==> src/rtl/fifo_write_arbiter.sv <==
// rtl/fifo_write_arbiter.sv - round-robin arbiter sharing one FIFO write port among NUM_REQ producers
module fifo_write_arbiter #(
    parameter int FIFO_WIDTH = 16,
    parameter int NUM_REQ    = 4,
    parameter int ID_W       = $clog2(NUM_REQ)
) (
    input  logic                          clk,
    input  logic                          rst_n,
    input  logic [NUM_REQ-1:0]            req_valid,
    input  logic [NUM_REQ*FIFO_WIDTH-1:0] req_data,
    output logic [NUM_REQ-1:0]            req_ready,
    output logic                          fifo_wr_en,
    output logic [FIFO_WIDTH-1:0]         fifo_data_in,
    input  logic                          fifo_full,
    input  logic                          fifo_almostfull,
    input  logic                          fifo_overflow,
    output logic [ID_W-1:0]               grant_id,
    output logic [7:0]                    drop_cnt
);

    logic [ID_W-1:0]       rr_ptr_q, rr_ptr_d;
    logic                  wr_en_q, wr_en_d;
    logic [FIFO_WIDTH-1:0] data_q, data_d;
    logic [ID_W-1:0]       gid_q, gid_d;
    logic [7:0]            drop_q, drop_d;

    logic                  issue_ok;
    logic                  win_found;
    logic [ID_W-1:0]       win_id;
    logic [ID_W-1:0]       cand;
    logic                  xfer;
    int                    idx;

    // Never hand out the last free slot while the in-flight write is about to take it.
    assign issue_ok = !fifo_full && !(wr_en_q && fifo_almostfull);

    // Scan upward from the round-robin pointer for the first valid requester.
    always_comb begin
        win_found = 1'b0;
        win_id    = '0;
        idx       = 0;
        cand      = '0;
        for (int k = 0; k < NUM_REQ; k++) begin
            idx  = (int'(rr_ptr_q) + k) % NUM_REQ;
            cand = ID_W'(idx);
            if (!win_found && req_valid[cand]) begin
                win_found = 1'b1;
                win_id    = cand;
            end
        end
    end

    // Ready is one-hot on the winner only when an issue is allowed and never during reset.
    assign xfer      = rst_n && issue_ok && win_found;
    assign req_ready = xfer ? (NUM_REQ'(1) << win_id) : '0;

    // Next-state for the output stage, pointer and overflow counter.
    always_comb begin
        wr_en_d  = 1'b0;
        data_d   = data_q;
        gid_d    = gid_q;
        rr_ptr_d = rr_ptr_q;
        drop_d   = drop_q;
        if (xfer) begin
            wr_en_d  = 1'b1;
            data_d   = req_data[int'(win_id)*FIFO_WIDTH +: FIFO_WIDTH];
            gid_d    = win_id;
            rr_ptr_d = (win_id == ID_W'(NUM_REQ-1)) ? '0 : win_id + ID_W'(1);
        end
        if (fifo_overflow && drop_q != 8'hFF) begin
            drop_d = drop_q + 8'd1;
        end
    end

    // State registers; reset clears the in-flight write immediately.
    always_ff @(posedge clk or negedge rst_n) begin
        if (!rst_n) begin
            rr_ptr_q <= '0;
            wr_en_q  <= 1'b0;
            data_q   <= '0;
            gid_q    <= '0;
            drop_q   <= '0;
        end else begin
            rr_ptr_q <= rr_ptr_d;
            wr_en_q  <= wr_en_d;
            data_q   <= data_d;
            gid_q    <= gid_d;
            drop_q   <= drop_d;
        end
    end

    assign fifo_wr_en   = wr_en_q;
    assign fifo_data_in = data_q;
    assign grant_id     = gid_q;
    assign drop_cnt     = drop_q;

endmodule
==> config.mk <==
export PLATFORM = sky130hd
export DESIGN_NAME = fifo_write_arbiter
export DESIGN_NICKNAME = d
export VERILOG_FILES = /design/src/rtl/fifo_write_arbiter.sv
export SDC_FILE = /design/constraint.sdc
export NUM_CORES = 1
export LEC_CHECK = 0
export BUFFER_PORTS_ARGS = -buffer_cell sky130_fd_sc_hd__clkbuf_2
export CORE_MARGIN = 2
export CORE_UTILIZATION = 35
export CTS_CLUSTER_DIAMETER = 200
export DETAILED_ROUTE_END_ITERATION = 12
export GPL_TIMING_DRIVEN = 0
export PLACE_DENSITY = 0.77
export SYNTH_ARGS = -nofsm -noshare
export SYNTH_HDL_FRONTEND = slang
export SYNTH_SLANG_ARGS = --single-unit
==> constraint.sdc <==
create_clock -name clk -period 4 [get_ports clk]
set_clock_uncertainty 0.05 [all_clocks]
set_input_delay 0.4 -clock clk [delete_from_list [all_inputs] [get_ports clk]]
set_output_delay 0.4 -clock clk [all_outputs]
set_load 0.005 [all_outputs]
-- After elaboration in Yosys (flattened, before gate mapping)
Index checks and enable logic that the tools add are counted.
- register bits after elaboration: 29
- input bits: 73
- output and inout port bits: 31
- add/sub/neg operators: 5
- $lt $le $gt $ge: 4
- equal/unequal tests: 2
- shifts and indexed selects: 2
- muxes and demuxes: 19
- reductions and logical operators: 13
- operators by type and width (kind ; number):
    64-bit by 7-bit indexed part select with 16-bit output ; 1
    2-bit by 3-bit less-than comparator with 1-bit output, second input constant ; 4
    2-bit two-way mux ; 5
    1-bit two-way mux ; 9
    8-bit by 1-bit adder with 8-bit output, second input constant ; 1
    1-bit binary-select mux with 2-bit select ; 4
    1-bit logical AND ; 8
    8-bit != test, second input constant ; 1
    1-bit logical NOT ; 5
    2-bit by 1-bit adder with 2-bit output, second input constant ; 2
    2-bit adder, second input constant ; 2
    4-bit two-way mux ; 1
    1-bit by 2-bit << shifter with 4-bit output, first input constant ; 1
    2-bit == test, second input constant ; 1

-- Longest topological paths before layout
Gate-level depths: netlist of the first run.
- word-level depth: 14
- mapped depth: 7

-- Worst setup path before layout of the first run
Ideal clock, no wire load.
- kind: input to output
- from: input req_valid[2]
- to: output req_ready[2]
- arrival: 1554 ps
- data required time: 3550 ps
- path slack: 1996 ps
- cell stages on the path: 6
- path buffers: 1
- path through: or4_1 -> nand4b_2 -> inv_2 -> nand2_1 -> buf_2 -> nor2_1
- longest elaborated chain between the ends: 14
- elaborated cells on any way between the ends: 25
- those cells by class: shift (1); mux (17); reduce/logical (7)
- ends and longest elaborated chain (what ; line ; text):
    start: declaration ; 9 ; input logic [NUM_REQ-1:0] req_valid,
    1-bit binary-select mux with 2-bit select ; 46 ; if (!win_found && req_valid[cand]) begin
    1-bit two-way mux (not written as such) ; 46 ;
    1-bit two-way mux ; 46 ;
    1-bit logical NOT ; 46 ;
    1-bit logical AND ; 46 ;
    1-bit two-way mux ; 46 ;
    1-bit logical NOT ; 46 ;
    1-bit logical AND ; 46 ;
    1-bit two-way mux ; 46 ;
    1-bit logical NOT ; 46 ;
    1-bit logical AND ; 46 ;
    2-bit two-way mux or 1-bit two-way mux (tied branches) ; 46 ;
    1-bit by 2-bit << shifter with 4-bit output or 1-bit logical AND (tied branches) ; 55, 54 ;
    4-bit two-way mux (*) ; 55 ; assign req_ready = xfer ? (NUM_REQ'(1) << win_id) : '0;
    end: declaration ; 11 ; output logic [NUM_REQ-1:0] req_ready,
Every way passes the cells marked *; elsewhere a longest branch is shown, timed or not. The select of a mux whose other input is x is not followed.

-- Worst setup path after layout of the first run
- from: input rst_n
- to: output req_ready[2]
- longest elaborated chain between the ends: 3
- ends and longest elaborated chain (what ; line ; text):
    start: declaration ; 8 ; input logic rst_n,
    1-bit logical AND (2 in series) ; 54 ; assign xfer = rst_n && issue_ok && win_found;
    4-bit two-way mux ; 55 ;
No other way between the ends.

==> results of run 1 <==
==> area by class of cell <==
cell class              instances  share of cell area [%]
multi-input cells             117                   37.17
flip-flops and latches         29                   30.32
repair buffers                103                   21.54
clock buffers                   7                   3.607
well taps                      67                   3.502
plain buffers                   8                   3.241
inverters                       4                  0.6273
==> where the power goes <==
part | switching (W) | total, W | internal, W
Combinational | 0.000237 | 0.000511 | 0.000274
Sequential | 0.0000839 | 0.000480 | 0.000396
Clock | 0.000105 | 0.000241 | 0.000136
==> cells in the final DEF, fill, tap and decap left out, types with 2 or more instances in the layout <==
cell	count
a21oi_1	2
a221oi_2	2
a2bb2oi_1	16
and3_1	3
buf_6	4
clkbuf_1	3
clkbuf_2	103
clkbuf_8	6
dfrtp_1	29
inv_1	3
mux2i_1	33
nand2_1	14
nand3_1	3
nand4_1	2
nor2_1	5
o21ai_0	7
o21ai_1	11
xnor2_1	5
xor2_1	3
==> worst max-delay path: cells and delay by family <==
kind | cells | cell delay [ps]
buffers and inverters | 4 | 1150
AND/OR/NAND/NOR | 3 | 610
==> logic make-up after synthesis <==
kind of cell    synth area share [%]
flops                          42.49
simple gates                   9.670
compound gates                 18.24
mux                            19.34
fa+ha+maj                     0.7325
xor+xnor                       4.103
buf+inv                        5.421
==> registers in the layout, summed over array words and instances, names as in the netlist <==
name	cells
rr_ptr_q	2
grant_id	2
drop_cnt	8
fifo_wr_en	1
fifo_data_in	16
==> metrics by stage <==
stage | util [%] | power (W) | cell area (sq um) | setup WS, ps
floorplan | - | 0.0007927 | 1708 | 1996
global placement | 48.85 | 0.0009894 | 2307 | 1355
detailed placement | 48.85 | 0.001008 | 2307 | 1293
CTS | 50.68 | 0.001255 | 2394 | 1274
global route | 50.68 | 0.001329 | 2394 | 1110
finish | 50.68 | 0.001233 | 2394 | 1374
==> synthesized netlist by cell type, types with 2 or more instances <==
library cell and number:
nor2_1 5, clkbuf_1 2, buf_6 4, o21ai_0 7, inv_1 3, mux2i_1 33
nand4_1 2, xnor2_1 5, nand2_1 14, o21ai_1 11, and3_1 3, a21oi_1 2
a2bb2oi_1 16, nand3_1 3, xor2_1 3, a221oi_2 2, dfrtp_1 29
==> worst paths after layout <==
path | start | end | slack [ps]
worst max register to register | rr_ptr_q[1]$_DFFE_PN0P_ | fifo_data_in[11]$_DFFE_PN0P_ | 2060
worst min-delay path | rst_n | drop_cnt[3]$_DFFE_PN0P_ | 150
min in group clk | req_data[44] | fifo_data_in[12]$_DFFE_PN0P_ | 340
worst max-delay path | rst_n | req_ready[2] | 1370
worst min register to register | grant_id[1]$_DFFE_PN0P_ | grant_id[1]$_DFFE_PN0P_ | 430
max in group asynchronous | rst_n | fifo_data_in[13]$_DFFE_PN0P_ | 3260
==> layer usage <==
metal  track usage [%]  wire (um)
met2             29.56       2225
met3             4.527        266
met4             4.242         46
met5                 0          0
met1             21.85       1936
==> metrics, run 1 <==
cts hold-fix bufs 0; leakage between 1 and 1.5 nW; slew margin rel. 48.03%; DRC errors left 0; Worst-path clk slew approximately 60 ps; Via density 4.863; most used cell, CP clkbuf_2; Async S/R FF share, synth between 90% and 100%; final wirelength about 4.5 mm; number of cell rows 25; Area Growth Syn to Fin 40.15%; maximum buffer depth of the clock tree 2; Slew Viols, Final 0; post-CTS sizing 0; critical path, cell by cell clkbuf_2 > nand4b_2 > inv_2 > nand2_1 > buf_2 > nor2_1 > clkbuf_2; synthesized cell area between 1500 and 2000 sq um; min cycle time layout 2626 ps; cells after synthesis between 150 and 200; CP peak stage delay 590 ps; die area 5455 sq um; Overflow after GRT 0; Syn. warnings 0; clk_lat worst skew around 270 ps; RSZ-0062 raised after global routing no; DRT Pass-1 Iters 4; Final HPWL DP roughly 3.4 mm; vias in the first global route approximately 1500; gr usage total about 17%; layout cells sized above 1 a little under half; cell area power density 515.1 nW/um^2; final setup violation count 0; sequential cell area 725.7 sq um; CTS Sinks 29; DR WL/cell between 10 and 15 um; fill count 434; Critical Path Fanout Max 30; # port buffers about 100; area leader, netlist dfrtp_1; Seq/Total Area, Yosys around 42%; Max Freq 0.3808 GHz; Inserted Clock Buffers 5; first-pass GRT wire length 7.107 mm; max_cap viols 0; Hold Path Class input pin to async pin; crit path max-delay cell type clkbuf_2; Peak VDD IR ~260 uV; initial drt markers 31; leading register cell type out of synthesis dfrtp_1; Worst Tran Pin Value ~780 ps; Mapped Avg Cell Area about 11 sq um; final net count approximately 340; antenna violations before repair 0; type of the worst setup path input pin to output port; Final Hold Vio Count 0; placed cells ~330; core area ~4700 sq um; CTS H-tree lvls 2; status completed; CTS Root Cell clkbuf_8; CP required 3550 ps; Non-Filler Instances approximately 340; FF+latch count, synth 29; Reg2Reg Depth 6; die span in y between 70 and 80 um; vias roughly 1600; syn nets between 200 and 250; post-route ant nets 0; Post-synth EDFFs 0; largest net degree at the start of global routing 31; post-synth top area share ~42%; CP Launch Type input pin; IO Count around 100; GPL Wtd Cong 0.7663; TNS Setup 0 ps; Multi-input gate area 889.6 sq um; Worst Setup End Kind output port; Crit path arrival time ~2200 ps; die width ~74 um; synth unique cells 31; initial core utilization 36.16%; n_diodes 0; postcts setup bufs 0; fin crit share 65.64%; WHS 146.3 ps; CTS tree built; largest cells by area after synthesis dfrtp_1 42%, mux2i_1 19%, a2bb2oi_1 8.2%
Note: power is estimated with default switching activity, not from simulation.
==> run 2, diff against run 1 <==
Settings changed: ABC_AREA from default to 1, PLACE_DENSITY 0.77 to 0.76.
Clock period 4 ns to 2.4 ns, I/O delays scaled along.
==> metrics, run 2 <==
cell area power density 1597 nW/um^2; Inserted Clock Buffers 5; Overflow after GRT 0; Final Hold Vio Count 0; synth unique cells 25; CTS H-tree lvls 2; FF+latch count, synth 29; core area 5816 sq um; status completed; area leader, netlist dfrtp_1; most frequent cells in the layout 103 x clkbuf_2, 102 x nand2_1, 54 x nand3_1, 32 x nand4_1, 28 x dfrtp_1; post-route ant nets 0; Finished Cell Area approximately 3000 sq um; Worst-path clk slew approximately 70 ps; most common cell after layout, fill and taps aside clkbuf_2; setup slack after layout between 10 and 15 ps; CP Launch Type flip-flop; final total power 0.004677 W; Commonest cells post-synth 106 x nand2_1, 56 x nand3_1, 32 x nand4_1; min cycle time layout about 2400 ps; fin crit share 99.55%; Async S/R FF share, synth between 90% and 100%; clk_lat worst skew ~280 ps; Peak VDD IR slightly above 700 uV; CTS tree built; Post-synth EDFFs 0; most used cell, CP nand2_1; final wirelength ~6.8 mm; Via density between 5 and 6; Worst Tran Pin Value ~460 ps; pre-CTS WS about 100 ps; GPL Wtd Cong roughly 0.85; DR WL/cell approximately 14 um; Largest register FFs 16; first-pass GRT wire length slightly above 10 mm; vias around 2500; Slew Viols, Final 0; syn nets 370; slew margin rel. 69.45%; synthesized cell area approximately 2100 sq um; CTS Sinks 29; DRC errors left 0; # port buffers roughly 100; type of the worst setup path flip-flop to output port; cells after synthesis about 300; leading register cell type out of synthesis dfrtp_1; CP peak stage delay between 300 and 400 ps; Critical Path Fanout Max 19; largest cells by area after synthesis dfrtp_1 35%, nand2_1 19%, nand3_1 14%; gr usage total 20.36%; antenna violations before repair 0; Largest delay share family, worst path simple AND/OR/NAND/NOR gates; Seq/Total Area, Yosys between 30% and 40%; Max Freq approximately 0.42 GHz; initial drt markers approximately 170; leakage 1.631 nW; TNS Setup 0 ps; maximum buffer depth of the clock tree 2; die area between 6000 and 7000 sq um; number of cell rows 28; Hold Path Class input pin to flip-flop; die span in y between 80 and 90 um; final setup violation count 0; Syn. warnings 0; critical path, cell by cell buf_6 > inv_8 > nand2_1 > nand3_2 > nand2_2 > nor2_4 > nand3_1 > nand3_4 > buf_12 > nand2_1 > nor2_1 > clkbuf_2; Mapped Avg Cell Area 6.992 sq um; die width approximately 81 um; RSZ-0062 raised after global routing yes; Crit path arrival time about 2100 ps; CP bufs+invs 4; DRT Pass-1 Iters 4; layout cells sized above 1 around two fifths; Worst Setup End Kind output port; initial core utilization between 30% and 40%; IO Count between 100 and 150; CP required roughly 2100 ps; final net count 490; WHS ~240 ps; Final HPWL DP slightly above 5 mm; Area Growth Syn to Fin 41.48%; post-synth top area share a little over a third; CTS Root Cell clkbuf_8; vias in the first global route 2238; most frequent cell after synthesis nand2_1; largest net degree at the start of global routing 30; dpl cell area 2679 sq um; crit path max-delay cell type dfrtp_1; max_cap viols 0; n_diodes 0
## run 2: cell types whose count changed after synthesis, sizes merged, moves of 3 or more
cell	before	now
o21ai	19	1
nor2	5	15
mux2i	33	0
inv	4	18
a2bb2oi	16	0
and3	3	0
nand2	14	109
nand3	3	60
buf	6	19
nand4	2	32
## run 2: worst paths after layout
kind,from,endpoint,slack [ps],depth (start not counted)
min in group asynchronous,rst_n,fifo_data_in[14]$_DFFE_PN0P_,430,3
min reg2reg,fifo_data_in[15]$_DFFE_PN0P_,fifo_data_in[15]$_DFFE_PN0P_,430,2
min,req_data[44],fifo_data_in[12]$_DFFE_PN0P_,240,5
max reg2reg,rr_ptr_q[0]$_DFFE_PN0P_,fifo_data_in[4]$_DFFE_PN0P_,210,16
max in group asynchronous,rst_n,rr_ptr_q[1]$_DFFE_PN0P_,1690,3
max,rr_ptr_q[0]$_DFFE_PN0P_,req_ready[3],10,12
## run 2: cell families after synthesis
family	count (synthesis)	share of synthesized area [%]
fa+ha+maj	1	0.6045
simple gates	217	49.58
compound gates	5	1.874
xor+xnor	6	2.540
flops	29	35.07
buf+inv	37	9.794
mux	1	0.5441
## run 2: cell type report
type / count / area (sq um)
Tap cell: 75 / 93.84
Sequential cell: 29 / 726.9
Buffer: 17 / 128.9
Timing Repair Buffer: 115 / 620.6
Clock buffer: 6 / 72.57
Fill cell: 622 / 2888
Multi-Input combinational cell: 230 / 1195
Inverter: 18 / 80.08
Clock inverter: 2 / 10.01
## run 2: power by group
| part | leakage (nW) | switching, W | internal (W) |
|---|---|---|---|
| Clock | 0.0450 | 0.000181 | 0.000200 |
| Sequential | 0.352 | 0.000173 | 0.000719 |
| Combinational | 1.23 | 0.00202 | 0.00138 |
| Total | 1.63 | 0.00238 | 0.00230 |
## run 2: repair_timing
action,4_1_cts,5_1_grt
setup endpoints to repair,3,4
gates resized for setup,2,20
gates cloned,0,0
hold buffers,2,0
pin swaps,2,6
hold endpoints to repair,29,0
buffers inserted,1,9
## run 2: stage by stage
step | cells | util (%)
CTS | 483 | 47.93
global placement | 474 | 46.06
floorplan | 296 | -
detailed placement | 474 | 46.06
global route | 492 | 50.34
finish | 492 | 50.34
## run 2: worst reg2reg max path, cell delays in order, from the launching register on
cell and delay (ps):
dfrtp_1 370, buf_6 150, inv_8 80, nand2_1 100, nand3_2 100, nand2_2 90
inv_2 90, nand2_1 70, nand2_2 100, nand3_4 110, buf_4 160, buf_4 130
buf_6 130, nand2_1 60, nand3_1 110, nand3_1 110, nand2_1 60
## run 2: layer usage
metal	routed length [um]	global-route usage [%]	share of wire, %
met5	0	0	0
met4	104	6.271	1.5
met2	3413	34.88	50
met1	2928	26.01	43
met3	399	3.778	5.8
==> run 3, diff against run 2 <==
Settings changed: BUFFER_PORTS_ARGS -buffer_cell sky130_fd_sc_hd__clkbuf_2 to default, DONT_BUFFER_PORTS from default to 1, PLACE_DENSITY 0.76 to 0.61, SETUP_SLACK_MARGIN from default to 0.5, SKIP_CTS_REPAIR_TIMING from default to 1.
==> metrics, run 3 (synthesis gave the netlist of run 2 again) <==
Final HPWL DP approximately 4.9 mm; Overflow after GRT 0; Via density between 5 and 6; final setup violation count 0; Critical Path Fanout Max 7; n_diodes 0; gr usage total 20.49%; # port buffers 0; Worst-path clk slew 70 ps; Comb power frac 71.6%; slew margin rel. 55.10%; Sw Pwr about 0.0026 W; fill count just over 600; layout cells sized above 1 around 28%; GPL Wtd Cong 0.7539; CP required roughly 2100 ps; first-pass GRT wire length 10.07 mm; Largest register FFs 16; min cycle time layout 2281 ps; R2R setup slack roughly 240 ps; number of cell rows 28; Clk pwr share between 10% and 20%; Area Growth Syn to Fin 28.23%; Peak VDD IR roughly 800 uV; DRT Pass-1 Iters 4; status completed; CTS H-tree lvls 2; Crit path arrival time approximately 2000 ps; DRC errors left 0; Non-Filler Instances 401; placed cells about 370; leakage 1.298 nW; final net count 399; fin crit share roughly 95%; Max Freq around 0.44 GHz; cell internal pwr roughly 0.0027 W; CTS Sinks 29; type of the worst setup path flip-flop to output port; max_cap viols 0; initial core utilization between 30% and 40%; vias in the first global route 2010; Slew Viols, Final 0; IO Count about 100; largest net degree at the start of global routing 31; maximum buffer depth of the clock tree 2; clk_lat worst skew about 280 ps; initial drt markers 85; post-route ant nets 0; vias roughly 2200; Worst Tran Pin Value between 600 and 700 ps; most frequent cells in the layout 94 x nand2_1, 49 x nand3_1, 32 x nand4_1, 28 x dfrtp_1, 20 x buf_4; antenna violations before repair 0; CTS Root Cell clkbuf_8; cell area power density ~2000 nW/um^2; sw frac 48.98%; Inserted Clock Buffers 5; CP Launch Type flip-flop; sequential power share roughly 18%; Final Hold Vio Count 0; most common cell after layout, fill and taps aside nand2_1; Worst Setup End Kind output port; die width a little over 80 um; Finished Cell Area roughly 2700 sq um; CTS tree built; die span in y between 80 and 90 um; final wirelength 7.184 mm; final total power approximately 0.0052 W; Hold Path Class input pin to flip-flop; DR WL/cell roughly 18 um; die area between 6000 and 7000 sq um; dpl cell area 2163 sq um; RSZ-0062 raised after global routing yes; core area around 5800 sq um
-- run 3: layer usage --
metal / global-route usage [%] / share of wire, % / vias up
li1: - / - / 1060
met1: 26.49 / 42 / 1017
met2: 33.80 / 49 / 96
met3: 5.889 / 7.7 / 6
met4: 4.915 / 0.82 / 0
met5: 0 / 0 / -
-- run 3: final cells by class --
class | count | area [sq um] | share of cell area [%]
clock inverter | 2 | 37.54 | 1.414
inverter | 18 | 80.08 | 3.017
timing repair buffer | 22 | 197.7 | 7.449
tap | 75 | 93.84 | 3.536
buffer | 19 | 162.7 | 6.129
clock buffer | 6 | 82.58 | 3.112
sequential | 29 | 726.9 | 27.39
multi-input combinational | 230 | 1272 | 47.95
-- run 3: worst max-delay path, stage by stage (launching register included) --
cell     delay, ps
dfrtp_2        460
inv_2          150
nand2_1         80
nand2_2        110
nand2_1         70
nand2_2        100
nor2_4          60
nand3_4        150
nand3_4        150
buf_8          160
nor2_2          90
nand2_2         80
inv_1           70
-- run 3: final timing paths --
path,from,end,depth (start not counted)
worst max-delay path,rr_ptr_q[1]$_DFFE_PN0P_,req_ready[1],12
worst min-delay path,fifo_overflow,drop_cnt[0]$_DFFE_PN0P_,2
worst max register to register,rr_ptr_q[1]$_DFFE_PN0P_,fifo_data_in[12]$_DFFE_PN0P_,15
worst min register to register,fifo_data_in[2]$_DFFE_PN0P_,fifo_data_in[2]$_DFFE_PN0P_,2
max in group asynchronous,rst_n,rr_ptr_q[1]$_DFFE_PN0P_,2
min in group asynchronous,rst_n,fifo_data_in[9]$_DFFE_PN0P_,2
-- run 3: power groups by stage --
stage	clock network, W	registers (W)	logic, W
detailed placement	0	0.000941	0.00276
finish	0.000541	0.000939	0.00374
CTS	0.000555	0.000933	0.00278
global route	0.000573	0.000969	0.00411
floorplan	0	0.000882	0.00218
global placement	0	0.000932	0.00271
-- run 3: metrics by stage --
stage	hold slack, ps	setup WS (ps)	TNS, ps	utilization [%]
after floorplan	-105.6	555.2	0	-
after global placement	-104.7	319.2	0	37.20
after detailed placement	-105.0	290.0	0	37.20
after CTS	-415.6	-30.95	-30.95	39.26
after global routing	100.4	23.25	0	45.63
final	92.84	118.6	0	45.63
